==> config.mk <==
export PLATFORM = sky130hd
export DESIGN_NAME = seq_divider_flat
export DESIGN_NICKNAME = d
export VERILOG_FILES = /design/src/rtl/seq_divider_if.sv /design/src/rtl/seq_divider.sv /design/src/flat_wrapper.sv
export SDC_FILE = /design/constraint.sdc
export NUM_CORES = 1
export LEC_CHECK = 0
export ABC_AREA = 1
export BUFFER_PORTS_ARGS = -buffer_cell sky130_fd_sc_hd__buf_2
export CORE_UTILIZATION = 54
export CTS_CLUSTER_DIAMETER = 60
export CTS_CLUSTER_SIZE = 40
export DETAILED_ROUTE_END_ITERATION = 7
export HOLD_SLACK_MARGIN = 0.1
export PLACE_DENSITY = 0.84
export RECOVER_POWER = 100
export SLEW_MARGIN = 20
export SYNTH_ARGS = -nofsm -noshare
export SYNTH_HDL_FRONTEND = slang
export SYNTH_SLANG_ARGS = --single-unit
==> constraint.sdc <==
create_clock -name clk -period 2.55 [get_ports clk]
set_input_delay 0.51 -clock clk [delete_from_list [all_inputs] [get_ports clk]]
set_output_delay 0.51 -clock clk [all_outputs]
set_load 0.01 [all_outputs]
==> src/rtl/seq_divider_if.sv <==
// Operand/result handshake bundle for seq_divider.
// The master side presents operands and takes results. The slave side is the divider.
interface seq_divider_if #(
    parameter int unsigned WIDTH = 16
);
    logic [WIDTH-1:0] dividend;
    logic [WIDTH-1:0] divisor;
    logic             src_valid;
    logic             src_ready;
    logic [WIDTH-1:0] quotient;
    logic [WIDTH-1:0] remainder;
    logic             div_by_zero;
    logic             dest_valid;
    logic             dest_ready;

    modport master (
        output dividend, divisor, src_valid, dest_ready,
        input  src_ready, quotient, remainder, div_by_zero, dest_valid
    );

    modport slave (
        input  dividend, divisor, src_valid, dest_ready,
        output src_ready, quotient, remainder, div_by_zero, dest_valid
    );
endinterface

==> src/rtl/seq_divider.sv <==
// Signed radix-2 restoring divider with C truncation semantics and fixed WIDTH-cycle latency.
// Results are held until the sink accepts them.
module seq_divider #(
    parameter int unsigned WIDTH = 16
) (
    input logic          clk,
    input logic          rst_n,
    seq_divider_if.slave bus
);
    localparam int unsigned W1   = WIDTH + 1;
    localparam int unsigned CntW = $clog2(WIDTH);

    typedef enum logic [1:0] {StIdle, StCalc, StDone} state_e;

    state_e           state_q;
    logic [CntW-1:0]  cnt_q;
    logic [WIDTH-1:0] quo_q;
    logic [WIDTH-1:0] rem_q;
    logic [W1-1:0]    dvs_q;
    logic             quo_neg_q;
    logic             rem_neg_q;
    logic             zero_q;

    logic             src_ready_q;
    logic             dest_valid_q;
    logic [WIDTH-1:0] quotient_q;
    logic [WIDTH-1:0] remainder_q;
    logic             div_by_zero_q;

    logic [WIDTH-1:0] dvd_mag;
    logic [W1-1:0]    dvs_ext;
    logic [W1-1:0]    dvs_mag;
    logic [W1-1:0]    shifted;
    logic [WIDTH-1:0] sub;
    logic             ge;
    logic [WIDTH-1:0] quo_nxt;
    logic [WIDTH-1:0] rem_nxt;
    logic [WIDTH-1:0] quo_fix;
    logic [WIDTH-1:0] rem_fix;

    // The dividend magnitude (at most 2^(WIDTH-1)) fits WIDTH unsigned bits.
    // The divisor is widened by one bit so the trial compare stays unsigned.
    always_comb begin
        dvd_mag = bus.dividend[WIDTH-1] ? (~bus.dividend + WIDTH'(1)) : bus.dividend;
        dvs_ext = {bus.divisor[WIDTH-1], bus.divisor};
        dvs_mag = bus.divisor[WIDTH-1] ? (~dvs_ext + W1'(1)) : dvs_ext;
        shifted = {rem_q, quo_q[WIDTH-1]};
        ge      = (shifted >= dvs_q);
        sub     = WIDTH'(shifted - dvs_q);
        rem_nxt = ge ? sub : shifted[WIDTH-1:0];
        quo_nxt = {quo_q[WIDTH-2:0], ge};
        // The overflow case wraps naturally: a magnitude of 2^(WIDTH-1) with a positive sign.
        quo_fix = zero_q ? '1 : (quo_neg_q ? (~quo_nxt + WIDTH'(1)) : quo_nxt);
        rem_fix = rem_neg_q ? (~rem_nxt + WIDTH'(1)) : rem_nxt;
    end

    always_ff @(posedge clk or negedge rst_n) begin
        if (!rst_n) begin
            state_q       <= StIdle;
            cnt_q         <= '0;
            quo_q         <= '0;
            rem_q         <= '0;
            dvs_q         <= '0;
            quo_neg_q     <= 1'b0;
            rem_neg_q     <= 1'b0;
            zero_q        <= 1'b0;
            src_ready_q   <= 1'b0;
            dest_valid_q  <= 1'b0;
            quotient_q    <= '0;
            remainder_q   <= '0;
            div_by_zero_q <= 1'b0;
        end else begin
            unique case (state_q)
                StIdle: begin
                    src_ready_q <= 1'b1;
                    if (bus.src_valid && src_ready_q) begin
                        state_q     <= StCalc;
                        src_ready_q <= 1'b0;
                        cnt_q       <= '0;
                        quo_q       <= dvd_mag;
                        rem_q       <= '0;
                        dvs_q       <= dvs_mag;
                        quo_neg_q   <= bus.dividend[WIDTH-1] ^ bus.divisor[WIDTH-1];
                        rem_neg_q   <= bus.dividend[WIDTH-1];
                        zero_q      <= (bus.divisor == '0);
                    end
                end
                StCalc: begin
                    quo_q <= quo_nxt;
                    rem_q <= rem_nxt;
                    cnt_q <= cnt_q + CntW'(1);
                    if (cnt_q == CntW'(WIDTH - 1)) begin
                        state_q       <= StDone;
                        dest_valid_q  <= 1'b1;
                        quotient_q    <= quo_fix;
                        remainder_q   <= rem_fix;
                        div_by_zero_q <= zero_q;
                    end
                end
                StDone: begin
                    if (bus.dest_ready) begin
                        state_q      <= StIdle;
                        dest_valid_q <= 1'b0;
                        src_ready_q  <= 1'b1;
                    end
                end
                default: begin
                    state_q     <= StIdle;
                    src_ready_q <= 1'b0;
                end
            endcase
        end
    end

    assign bus.src_ready   = src_ready_q;
    assign bus.dest_valid  = dest_valid_q;
    assign bus.quotient    = quotient_q;
    assign bus.remainder   = remainder_q;
    assign bus.div_by_zero = div_by_zero_q;
endmodule

==> src/flat_wrapper.sv <==
// flat-port wrapper written by rule: the top's interface ports become plain ports
module seq_divider_flat 
#(
    parameter int unsigned WIDTH = 16
)
  (clk, rst_n, bus_dividend, bus_divisor, bus_src_valid, bus_dest_ready, bus_src_ready, bus_quotient, bus_remainder, bus_div_by_zero, bus_dest_valid);
  seq_divider_if #(.WIDTH(WIDTH)) bus_i ();
  input logic clk;
  input logic rst_n;
  input wire logic [$bits(bus_i.dividend)-1:0] bus_dividend;
  input wire logic [$bits(bus_i.divisor)-1:0] bus_divisor;
  input wire logic [$bits(bus_i.src_valid)-1:0] bus_src_valid;
  input wire logic [$bits(bus_i.dest_ready)-1:0] bus_dest_ready;
  output wire logic [$bits(bus_i.src_ready)-1:0] bus_src_ready;
  output wire logic [$bits(bus_i.quotient)-1:0] bus_quotient;
  output wire logic [$bits(bus_i.remainder)-1:0] bus_remainder;
  output wire logic [$bits(bus_i.div_by_zero)-1:0] bus_div_by_zero;
  output wire logic [$bits(bus_i.dest_valid)-1:0] bus_dest_valid;
  assign bus_i.dividend = bus_dividend;
  assign bus_i.divisor = bus_divisor;
  assign bus_i.src_valid = bus_src_valid;
  assign bus_i.dest_ready = bus_dest_ready;
  assign bus_src_ready = bus_i.src_ready;
  assign bus_quotient = bus_i.quotient;
  assign bus_remainder = bus_i.remainder;
  assign bus_div_by_zero = bus_i.div_by_zero;
  assign bus_dest_valid = bus_i.dest_valid;
  seq_divider #(.WIDTH(WIDTH)) u_core (.clk(clk), .rst_n(rst_n), .bus(bus_i));
endmodule
==> results.yml <==
status:
  outcome: "finished, violations left"
  violations: "setup timing"
sta:
  worst_pin_slew_ns: 1.16
  fin_ws_ns: -0.384
  finClkSkew_ns: 0.0112
  setup_viol: 27
  max_slew_margin: 0.228
  max_clock_freq_mhz: 341
  hold_viol: 0
  rsz0062_at_grt: "yes"
  holdWs_ns: 0.375
  period_share: 1.15
  slew_viol_final: 0
  timing.final.crit_period_ns: 2.93
worst_setup_path:
  worstPathArrival_ns: 3.18
  crit_slowest_cell: "dfrtp_1"
  crit_fanout: 3
  worst-path-buf-inv: 4
  path_cells: "ha_4 > nand2_2 > nand2_2 > nand2_2 > nand2_2 > nand2_2 > nand2_2 > nor2_4 > nand2_8 > inv_6 > ha_4 > inv_4 > nor3_4 > nand3_2 > buf_4 > nand2_1 > o21ai_0 > xor2_1 > o22ai_1 > inv_1"
  crit_top_cell: "nand2_2"
  r2r-end: "u_core.bus.quotient[8]"
  start_kind: "register"
  worstSetupPathType: "register to register"
  cp_top_family: "simple AND/OR/NAND/NOR gates"
  cp-end-kind: "register"
  reg2reg_from: "u_core.rem_q[9]"
  rrSetupSlack_ns: -0.38
  slowest_delay_ns: 0.45
  crit_required_ns: 2.80
  ff2ff_path_depth: 20
place:
  dpl_worst_slack_ns: -0.248
  dp_hpwl_microns: 13200
  gp_congestion: 0.972
  placement.cell_area_sq_um: 7430
  io_buffers: 70
clocking:
  root_buffer: "clkbuf_16"
  cts_buffers: 9
  worstSkewPairLatency_ns: 0.37
  cts.clk_slew.worst_paths_ns: 0.08
  cts_hold_buffers: 0
  ctsHtreeMaxLevel: 3
  numClockSinks: 93
  clockBufferDepth: 2
  cts_tree: "yes"
yosys:
  synth_seq_cells: 93
  yosysWarnings: 0
  synth_edf_count: 0
  syn-num-nets: 946
  ys.flop_type: "dfrtp_1"
  ys_async_sr_fraction: 1.00
  syn_area_sq_um: 6290
  synth_cells: 887
  ys_seq_area_frac: 0.370
  synthDistinctLibCells: 42
  syn_avg_cell_area_sq_um: 7.10
drt:
  drtIter0Drc: 908
  route.vias.total: 7371
  totalWireLength_microns: 23200
  drc: 0
  drtPass1Iterations: 6
  drtAntennaViolNets: 0
  drt-wirelength-per-cell_microns: 19.1
  vias_per_cell: 6.08
global_route:
  first_global_vias: 6710
  grt_pass1_wl_microns: 32000
  grt_max_degree: 42
  grt_antenna_before_repair: 0
  grt_overflow: 0
  track_usage: 0.352
layout:
  drive_above_1_share: 0.307
  layout.nets: 1124
  n_fill_cell: 764
  final_common_cell: "nand2_1"
  n_antenna_cell: 0
  syn2layout_area_growth_pct: 35.5
  design_area_sq_um: 8530
  layout_common_cells: "212 x nand2_1, 111 x inv_1, 107 x buf_4"
worst_hold_path:
  hold_path.class: "input port to asynchronous set/reset pin"
floorplan:
  chipHeight_microns: 110
  die_x_microns: 110
  initial_utilization: 0.554
  fp.coreArea_sq_um: 11400
  pin_count: 71
  die_area_sq_um: 12100
  rows: 39
flow_run:
  drv_cap: 0
-- timing repair --
action,in CTS,in global routing
cloned,0,0
setup endpoints to repair,17,33
pin swaps,31,34
resized for setup,68,98
buffers inserted,16,20
-- per-stage QoR --
stage,cells,setup TNS [ns],utilization
after floorplan,887,0,-
after global placement,1165,-0.881,0.653
after detailed placement,1165,-1.59,0.653
after CTS,1194,-0.424,0.716
after global routing,1213,-6.33,0.750
final,1213,-4.02,0.750
-- synthesized netlist by cell type (7+ instances only) --
| cell type | number | area share |
|---|---|---|
| nor2_1 | 57 | 0.034 |
| inv_2 | 7 | 0.0042 |
| o221ai_1 | 15 | 0.021 |
| nand3_1 | 73 | 0.058 |
| nor3_1 | 10 | 0.0080 |
| a21oi_1 | 22 | 0.017 |
| o21ai_0 | 52 | 0.041 |
| nand4_1 | 7 | 0.0070 |
| inv_1 | 132 | 0.079 |
| xor2_1 | 33 | 0.046 |
| nand2_2 | 11 | 0.011 |
| o22ai_1 | 19 | 0.019 |
| dfrtp_1 | 93 | 0.37 |
| ha_1 | 22 | 0.044 |
| clkbuf_1 | 19 | 0.011 |
| nand2_1 | 259 | 0.15 |
-- registers in the layout, summed over array words and instances, names as in the netlist --
signal	flops
u_core.rem_neg_q	1
u_core.bus.src_ready	1
u_core.quo_q	16
u_core.bus.dest_valid	1
u_core.rem_q	16
u_core.state_q	2
u_core.zero_q	1
u_core.bus.quotient	16
u_core.bus.remainder	16
u_core.quo_neg_q	1
u_core.cnt_q	4
u_core.bus.div_by_zero	1
u_core.dvs_q	17
-- cell type report --
class / instances / area, sq um / area share
flip-flops and latches: 93 / 2330 / 0.274
clock inverters: 7 / 57.6 / 0.00675
repair buffers: 193 / 1260 / 0.148
multi-input cells: 628 / 3940 / 0.462
well taps: 143 / 179 / 0.0210
clock buffers: 9 / 225 / 0.0264
inverters: 140 / 533 / 0.0625
-- worst max path at each step --
stage | start | end | slack (ns) | cells after the start
after floorplan | u_core.rem_q[14] | u_core.bus.quotient[14] | 0.007 | 18
after global placement | u_core.dvs_q[14] | u_core.bus.remainder[14] | -0.14 | 18
after detailed placement | u_core.dvs_q[14] | u_core.bus.quotient[14] | -0.25 | 19
after CTS | u_core.rem_q[6] | u_core.bus.quotient[14] | -0.11 | 20
after global routing | u_core.rem_q[9] | u_core.bus.quotient[8] | -0.49 | 20
final | u_core.rem_q[9] | u_core.bus.quotient[8] | -0.38 | 20
-- routing by layer --
metal | up-vias | global-route usage | part of all wire
met1 | 3371 | 0.443 | 0.37
met5 | - | 0 | 0
met3 | 187 | 0.0871 | 0.12
met4 | 0 | 0.202 | 0.071
li1 | 3222 | - | -
met2 | 591 | 0.549 | 0.45
-- cells by family after synthesis --
logic type | Yosys count | synth area share
and+or+nand+nor | 441 | 0.306
AOI/OAI and AO/OA | 126 | 0.119
DFF | 93 | 0.370
xor gates and xnor gates | 38 | 0.0529
adders and majority gates | 23 | 0.0469
buffers and inverters | 166 | 0.105
Power is left out: the tool's default activity adds up to more than one toggle a clock period on the data nets, which glitch-free logic cannot reach.
